[config.mk]
export PLATFORM = sky130hd
export DESIGN_NAME = spi_flash_arbiter
export DESIGN_NICKNAME = d
export VERILOG_FILES = /design/src/rtl/spi_flash_arb_pkg.sv /design/src/rtl/spi_flash_arbiter_cs_sync.sv /design/src/rtl/spi_flash_arbiter.sv
export SDC_FILE = /design/constraint.sdc
export NUM_CORES = 1
export LEC_CHECK = 0
export CAP_MARGIN = 30
export CORE_UTILIZATION = 36
export DETAILED_ROUTE_END_ITERATION = 10
export PLACE_DENSITY_LB_ADDON = 0.15
export SLEW_MARGIN = 20
export SYNTH_ARGS = -nofsm -noshare
export SYNTH_HDL_FRONTEND = slang
export SYNTH_SLANG_ARGS = --single-unit
[constraint.sdc]
create_clock -name sysclk -period 3 [get_ports sysclk]
set_input_delay 0.6 -clock sysclk [delete_from_list [all_inputs] [get_ports sysclk]]
set_output_delay 0.6 -clock sysclk [all_outputs]
set_load 0.05 [all_outputs]
[src/rtl/spi_flash_arb_pkg.sv]
// Shared types and defaults for the SPI boot-flash arbiter: arbiter state encoding,
// owner identifiers and default timing parameters.
package spi_flash_arb_pkg;

  typedef enum logic [1:0] {
    IDLE    = 2'd0,
    GRANT0  = 2'd1,
    GRANT1  = 2'd2,
    RELEASE = 2'd3
  } arb_state_e;

  localparam logic REQ_DSP = 1'b0;
  localparam logic REQ_CPU = 1'b1;

  localparam int RELEASE_CYCLES_DEF = 4;
  localparam int TIMEOUT_CYCLES_DEF = 1 << 20;
  localparam int SYNC_STAGES_DEF    = 2;

endpackage

[src/rtl/spi_flash_arbiter_cs_sync.sv]
// Multi-flop synchroniser for an active-low SPI chip-select; resets to the
// deasserted level (1) so that no request is seen out of reset.
module spi_cs_sync #(
  parameter int SYNC_STAGES = 2
) (
  input  logic sysclk,
  input  logic reset,
  input  logic cs_inv_async,
  output logic cs_inv_sync
);

  logic [SYNC_STAGES-1:0] sync_q;
  logic [SYNC_STAGES-1:0] sync_d;

  always_comb begin
    sync_d = {sync_q[SYNC_STAGES-2:0], cs_inv_async};
  end

  always_ff @(posedge sysclk) begin
    if (reset) begin
      sync_q <= '1;
    end else begin
      sync_q <= sync_d;
    end
  end

  assign cs_inv_sync = sync_q[SYNC_STAGES-1];

endmodule

[src/rtl/spi_flash_arbiter.sv]
// Two-master arbiter for the shared SPI boot/config flash (DSP = requester 0,
// CPU = requester 1). Optional grant watchdog: define SPI_FLASH_ARB_TIMEOUT_EN.
module spi_flash_arbiter
  import spi_flash_arb_pkg::*;
#(
  parameter int RELEASE_CYCLES = RELEASE_CYCLES_DEF,
  parameter int TIMEOUT_CYCLES = TIMEOUT_CYCLES_DEF,
  parameter int SYNC_STAGES    = SYNC_STAGES_DEF
) (
  input  logic sysclk,
  input  logic reset,
  input  logic enable,
  input  logic req0_cs_INV,
  input  logic req0_clk,
  input  logic req0_mosi,
  output logic req0_miso,
  output logic req0_gnt,
  input  logic req1_cs_INV,
  input  logic req1_clk,
  input  logic req1_mosi,
  output logic req1_miso,
  output logic req1_gnt,
  output logic flash_cs_INV,
  output logic flash_clk,
  output logic flash_mosi,
  input  logic flash_miso,
  input  logic contention_clr,
  output logic contention,
  output logic timeout_fault
);

  if (SYNC_STAGES < 2 || RELEASE_CYCLES < 1 || TIMEOUT_CYCLES < 2) begin : g_param_check
    $error("spi_flash_arbiter: illegal parameter value");
  end

  localparam int REL_W = (RELEASE_CYCLES < 2) ? 1 : $clog2(RELEASE_CYCLES + 1);
  localparam logic [REL_W-1:0] REL_LAST = REL_W'(RELEASE_CYCLES - 1);

  arb_state_e state_q, state_d;
  logic [REL_W-1:0] rel_cnt_q, rel_cnt_d;
  logic last_owner_q, last_owner_d;
  logic contention_q, contention_d;
  logic cs0_prev_q, cs1_prev_q;
  logic cs0_sync, cs1_sync;
  logic fall0, fall1;
  logic req0, req1;
  logic tmo_hit;

  spi_cs_sync #(.SYNC_STAGES(SYNC_STAGES)) u_sync0 (
    .sysclk       (sysclk),
    .reset        (reset),
    .cs_inv_async (req0_cs_INV),
    .cs_inv_sync  (cs0_sync)
  );

  spi_cs_sync #(.SYNC_STAGES(SYNC_STAGES)) u_sync1 (
    .sysclk       (sysclk),
    .reset        (reset),
    .cs_inv_async (req1_cs_INV),
    .cs_inv_sync  (cs1_sync)
  );

  // Contention is a fresh CS assertion by the non-owner; a requester already
  // waiting when the other won a tie does not count.
  assign fall0 = cs0_prev_q & ~cs0_sync;
  assign fall1 = cs1_prev_q & ~cs1_sync;

`ifdef SPI_FLASH_ARB_TIMEOUT_EN
  localparam int TMO_W = $clog2(TIMEOUT_CYCLES);
  localparam logic [TMO_W-1:0] TMO_LAST = TMO_W'(TIMEOUT_CYCLES - 1);

  logic [TMO_W-1:0] tmo_cnt_q, tmo_cnt_d;
  logic timeout_fault_q, timeout_fault_d;
  logic lock0_q, lock0_d, lock1_q, lock1_d;

  assign tmo_hit = (state_q == GRANT0 || state_q == GRANT1) && (tmo_cnt_q == TMO_LAST);
  assign req0    = ~cs0_sync & ~lock0_q;
  assign req1    = ~cs1_sync & ~lock1_q;

  always_comb begin
    tmo_cnt_d       = '0;
    timeout_fault_d = timeout_fault_q | tmo_hit;
    lock0_d         = lock0_q;
    lock1_d         = lock1_q;
    if ((state_q == GRANT0 || state_q == GRANT1) && tmo_cnt_q != TMO_LAST) begin
      tmo_cnt_d = tmo_cnt_q + 1'b1;
    end else if (state_q == GRANT0 || state_q == GRANT1) begin
      tmo_cnt_d = tmo_cnt_q;
    end
    // A timed-out owner must show a deasserted CS before it may request again.
    if (tmo_hit && state_q == GRANT0) begin
      lock0_d = 1'b1;
    end else if (cs0_sync) begin
      lock0_d = 1'b0;
    end
    if (tmo_hit && state_q == GRANT1) begin
      lock1_d = 1'b1;
    end else if (cs1_sync) begin
      lock1_d = 1'b0;
    end
  end

  always_ff @(posedge sysclk) begin
    if (reset) begin
      tmo_cnt_q       <= '0;
      timeout_fault_q <= 1'b0;
      lock0_q         <= 1'b0;
      lock1_q         <= 1'b0;
    end else begin
      tmo_cnt_q       <= tmo_cnt_d;
      timeout_fault_q <= timeout_fault_d;
      lock0_q         <= lock0_d;
      lock1_q         <= lock1_d;
    end
  end

  assign timeout_fault = timeout_fault_q;
`else
  assign tmo_hit       = 1'b0;
  assign req0          = ~cs0_sync;
  assign req1          = ~cs1_sync;
  assign timeout_fault = 1'b0;
`endif

  always_ff @(posedge sysclk) begin
    if (reset) begin
      state_q      <= IDLE;
      rel_cnt_q    <= '0;
      last_owner_q <= REQ_CPU;
      contention_q <= 1'b0;
      cs0_prev_q   <= 1'b1;
      cs1_prev_q   <= 1'b1;
    end else begin
      state_q      <= state_d;
      rel_cnt_q    <= rel_cnt_d;
      last_owner_q <= last_owner_d;
      contention_q <= contention_d;
      cs0_prev_q   <= cs0_sync;
      cs1_prev_q   <= cs1_sync;
    end
  end

  always_comb begin
    state_d = state_q;
    case (state_q)
      IDLE: begin
        if (enable) begin
          if (req0 && req1) begin
            state_d = (last_owner_q == REQ_DSP) ? GRANT1 : GRANT0;
          end else if (req0) begin
            state_d = GRANT0;
          end else if (req1) begin
            state_d = GRANT1;
          end
        end
      end
      GRANT0:  if (cs0_sync || !enable || tmo_hit) state_d = RELEASE;
      GRANT1:  if (cs1_sync || !enable || tmo_hit) state_d = RELEASE;
      RELEASE: if (rel_cnt_q == REL_LAST) state_d = IDLE;
      default: state_d = IDLE;
    endcase
  end

  always_comb begin
    rel_cnt_d    = '0;
    last_owner_d = last_owner_q;
    contention_d = contention_q;
    if (state_q == RELEASE) begin
      rel_cnt_d = (rel_cnt_q == REL_LAST) ? rel_cnt_q : rel_cnt_q + 1'b1;
    end
    if (state_q == GRANT0) last_owner_d = REQ_DSP;
    if (state_q == GRANT1) last_owner_d = REQ_CPU;
    if (contention_clr) contention_d = 1'b0;
    if ((state_q == GRANT0 && fall1) || (state_q == GRANT1 && fall0)) begin
      contention_d = 1'b1;
    end
  end

  always_comb begin
    flash_cs_INV = 1'b1;
    flash_clk    = 1'b0;
    flash_mosi   = 1'b0;
    req0_miso    = 1'b1;
    req1_miso    = 1'b1;
    req0_gnt     = 1'b0;
    req1_gnt     = 1'b0;
    case (state_q)
      GRANT0: begin
        flash_cs_INV = req0_cs_INV;
        flash_clk    = req0_clk;
        flash_mosi   = req0_mosi;
        req0_miso    = flash_miso;
        req0_gnt     = 1'b1;
      end
      GRANT1: begin
        flash_cs_INV = req1_cs_INV;
        flash_clk    = req1_clk;
        flash_mosi   = req1_mosi;
        req1_miso    = flash_miso;
        req1_gnt     = 1'b1;
      end
      default: ;
    endcase
  end

  assign contention = contention_q;

endmodule

# After elaboration in Yosys (flattened, before gate mapping)
# Cells that the tools add are included.
# classes
multipliers,0
n_div,0
shifts,0
n_eq_ne,9
n_reduce_logical,12
add_sub_neg,1
n_mux,18
n_bitwise,5
magnitude_cmp,0
# op_table
operator,count
$mux W2,8
$ne A2 B2 Y1 const B,4
$pmux W2 S4,1
$mux W1,6
$pmux W1 S2,3
$reduce_and A5 Y1,1
$eq A2 B2 Y1 const B,2
$ne A4 B4 Y1 const B,1
$reduce_or A2 Y1,2
$add A3 B1 Y3 const B,1
$eq A3 B2 Y1 const B,1
$logic_and A1 B1 Y1,3
$logic_or A1 B1 Y1,3
$not A1 Y1,3
$and A1 B1 Y1,2
$eq A2 B1 Y1 const B,1
$logic_not A2 Y1,1
$reduce_bool A2 Y1,1
$logic_not A1 Y1,1
# totals
rom_bits,0
ff_bits,13
n_memories,0
input_bits,11
latch_bits,0
ramBits,0

# Logic depth before layout (Yosys ltp)
# logic_depth
depth_word,5
depth_mapped,6
ltp_nobuf,6

# Modules after synthesis
# Synthesis repeated with hierarchy kept, for this count alone.
# hier_totals
hier_cells,68
area_unflattened_um2,635.6
# modules_own_cells
mod,instances,seq_area_each_um2,area_per_inst_um2,cells_each
spi_flash_arbiter,1,180.2,530.5,60
spi_cs_sync,2,40.0,52.6,4

# Worst setup path after synthesis
# Ideal clock, no wire load.
# synth_timing
path_type,reg2out
from,register state_q[0]
to,output flash_clk
path_slack_ns,0.526
arrival_ns,1.874
t_required_ns,2.400
stages_incl_launch_ff,5
path_cell_list,dfxtp_1 -> inv_1 -> ha_1 -> a22oi_1 -> nor2b_1
# synth_via
elab_chain_cells,2
word_cells_on_any_way,3
# synth_rtl
element,line_no,source
start: declaration,spi_flash_arbiter.sv:39,"arb_state_e state_q, state_d;"
start signal: assignment,spi_flash_arbiter.sv:134,state_q <= state_d;
$eq A2 B2 Y1 / $eq A2 B1 Y1 (equally long branches),spi_flash_arbiter.sv:187,case (state_q)
$pmux W1 S2 (*),spi_flash_arbiter.sv:187,
end: declaration,spi_flash_arbiter.sv:24,"output logic flash_clk,"
# Mark *: on every way between the ends. The rest lies on a longest branch, timed or not.

# Worst setup path after layout
# layout_timing
from,register state_q[0]
to,output flash_cs_INV
# layout_via
elab_chain_cells,2
word_cells_on_any_way,3
# layout_rtl
element,line_no,source
$eq A2 B2 Y1 / $eq A2 B1 Y1 (equally long branches),spi_flash_arbiter.sv:187,
$pmux W1 S2 (*),spi_flash_arbiter.sv:187,
end: declaration,spi_flash_arbiter.sv:23,"output logic flash_cs_INV,"
# Marked as above.

==> run_results.csv <==
group,metric,value,unit
clocking,clock_latency,0.27,ns
clocking,h-tree-depth,1,
timing,hold_ws,0.413,ns
drt,wl,1150,um
synth,ys_seq_area_frac,0.407,
placement,portBuffers,18,
die,die-area,0.00195,sq mm
synth,syn_nets,86,
die,die_h,44.1,um
drt,drtPass1Iterations,4,
global_route,grt_pass1_wl,1950,um
setup_path,crit_arrival,2.08,ns
clocking,clk_pin_slew,0.08,ns
synth,synth.most_common_cell,"dfxtp_1",
synth,avgSynthCellArea,9.27,sq um
setup_path,r2r-end,"state_q[1]$_SDFFE_PP0P_",
placement,gp_congestion,0.695,
timing,fin_worst_skew,0.00461,ns
global_route,antenna_found_initial,0,
die,row_count,14,
synth,synth_top_area_share,0.407,
clocking,cts.sinks,13,
clocking,post-cts-setup-buffers,0,
power_and_ir_drop,fin_total_pwr,0.591,mW
synth,synthTopCellsByArea,"dfxtp_1 41%, ha_1 12%, or2_2 5.9%",
global_route,met3_usage,0.0857,
synth,syn_area,639,sq um
clocking,cts_hold_buf,0,
timing,worst_slew_pin_slew,0.503,ns
synth,async_flop_share,0,
power_and_ir_drop,powerDensity,695,mW/mm^2
layout,fill_cells,137,
synth,synth.distinct_cells,26,
drt,remaining_drc_errors,0,
setup_path,start_kind,"flop",
timing,slew_headroom,0.664,
synth,ys_warn_count,0,
timing,finalHoldViolCount,0,
timing,period_share,0.894,
layout,syn_to_final_growth,33.1,%
die,io_pins,20,
timing,slew_viol_final,0,
setup_path,end_kind,"output pin",
global_route,grtUsageMet1,0.133,
setup_path,ff2ff_setup_slack,1.24,ns
clocking,cts_tree,"built",
min_path,hold_path_depth,1,
setup_path,rr_worst_depth,6,
die,start_util,0.406,
global_route,grt_overflow_total,0,
global_route,grt_pass1_vias,468,
min_path,worstHoldStart,"u_sync1.sync_q[0]$_SDFF_PP1_",
outcome,status,"complete, no violations",
clocking,cts_buffers,3,
synth,synth_edf_count,0,
setup_path,path_max_fanout,8,
timing,rsz0062_at_grt,"false",
clocking,clk_path_buf_depth,2,
global_route,met2_usage,0.250,
layout,drive_above_1_share,0.157,
drt,avgRoutedWirePerCell,10.9,um
clocking,cts_root_buf,"clkbuf_4",
synth,ys_ff_latch,13,
layout,layout.nets,107,
layout,antenna_cells,0,
global_route,busiest_layer,"met2",
timing,setup_viol,0,
synth,synthFlopType,"dfxtp_1",
min_path,hp-class,"reg -> reg",
min_path,holdPathEnd,"u_sync1.sync_q[1]$_SDFF_PP1_",
placement,dp_hpwl,858,um
power_and_ir_drop,leakage,0.345,nW
timing,period_minus_slack,2.68,ns
drt,num_vias,512,
run,maxCapViolCount,0,
drt,viasPerCell,4.88,
setup_path,critPathRequiredTime,2.40,ns
drt,ant_nets,0,
power_and_ir_drop,ir_drop,0.403,mV
synth,synth_commonest_cells,"13 x dfxtp_1, 7 x nor2_1, 6 x ha_1, 6 x or2_2",
drt,drt-initial-drc-count,6,
synth,yosys.area.top_type,"dfxtp_1",
clocking,cts-resized-gates,0,
setup_path,r2r_start,"state_q[0]$_SDFFE_PP0P_",
die,dieWidth,44.1,um
layout,fin_util,0.540,
timing,final.setup.tns,0,ns
die,fp.coreArea,0.00158,sq mm
global_route,grt_usage,0.142,
setup_path,worstSetupPathType,"reg -> out",
synth,synthCells,69,
global_route,grt_max_degree,14,
timing,fmax,373,MHz
[report_power, final]
part           switching (mW)  internal (mW)  total, mW
sequential             0.0116          0.187      0.198
combinational           0.172          0.117      0.289
clock                  0.0545         0.0494      0.104
[logic make-up after synthesis]
group,count (synthesis),share of synthesized area
flops,13,0.407
buf+inv,8,0.0528
other cells,1,0.00587
xor+xnor,1,0.0137
fa+ha+maj,6,0.117
mux,3,0.0548
simple gates,27,0.233
compound gates,10,0.115
[worst max-delay path by stage]
| stage | start | endpoint | slack, ns | cells past startpoint |
|---|---|---|---|---|
| final | state_q[0]$_SDFFE_PP0P_ | flash_cs_INV | 0.32 | 5 |
| after global routing | state_q[0]$_SDFFE_PP0P_ | flash_cs_INV | 0.19 | 4 |
| after CTS | state_q[1]$_SDFFE_PP0P_ | flash_cs_INV | 0.29 | 5 |
| after floorplan | state_q[0]$_SDFFE_PP0P_ | flash_clk | 0.53 | 4 |
| after detailed placement | req0_cs_INV | flash_cs_INV | 0.36 | 4 |
| after global placement | req0_cs_INV | flash_cs_INV | 0.37 | 4 |
[critical path, stage by stage, from the launching register on]
cell and delay (ns):
dfxtp_1 0.35, inv_1 0.09, ha_1 0.35, a22oi_1 0.12, nand2_1 0.09, clkdlybuf4s50_1 0.79
[state kept, by name, indices dropped and copies added (netlist names)]
register        cells
contention          1
cs0_prev_q          1
cs1_prev_q          1
last_owner_q        1
rel_cnt_q           3
state_q             2
u_sync0.sync_q      2
u_sync1.sync_q      2
[stage by stage]
step | cell area [sq um] | setup WS [ns] | instances
global placement | 823 | 0.366 | 101
global route | 851 | 0.192 | 105
CTS | 851 | 0.288 | 105
floorplan | 639 | 0.526 | 69
detailed placement | 823 | 0.362 | 101
finish | 851 | 0.317 | 105
[cells in the final DEF, fill, tap and decap left out]
master,Yosys,final
a211o_1,1,1
a21boi_0,1,1
a21oi_1,1,1
a221o_1,1,1
a22oi_1,3,3
a31oi_1,1,1
buf_4,1,2
clkbuf_4,0,3
clkdlybuf4s50_1,0,16
clkinv_2,0,1
conb_1,1,1
dfxtp_1,13,13
ha_1,6,6
inv_1,5,5
inv_2,1,1
mux2_4,1,1
mux2i_1,2,2
nand2_1,2,2
nand2b_1,5,5
nand3b_1,2,2
nor2_1,7,7
nor2b_1,3,3
nor3_1,1,1
nor3b_1,1,1
o21bai_1,1,1
o22ai_1,1,1
or2_2,6,6
xor2_1,1,1
[per-layer routing]
layer	share of wire	vias to the layer above	routed length [um]
met5	0	-	0
met4	0	0	0
met3	0.066	0	76
met2	0.49	18	557
met1	0.45	228	512
li1	-	266	-
[final cells by class]
cell class | instances | area [sq um] | area share
inverters | 6 | 22.5 | 0.0265
repair buffers | 18 | 175 | 0.206
clock buffers | 3 | 22.5 | 0.0265
clock inverters | 1 | 5.00 | 0.00588
flip-flops and latches | 13 | 260 | 0.306
multi-input cells | 48 | 345 | 0.406
well taps | 16 | 20.0 | 0.0235
No activity file was read; power rests on OpenSTA's default activity.
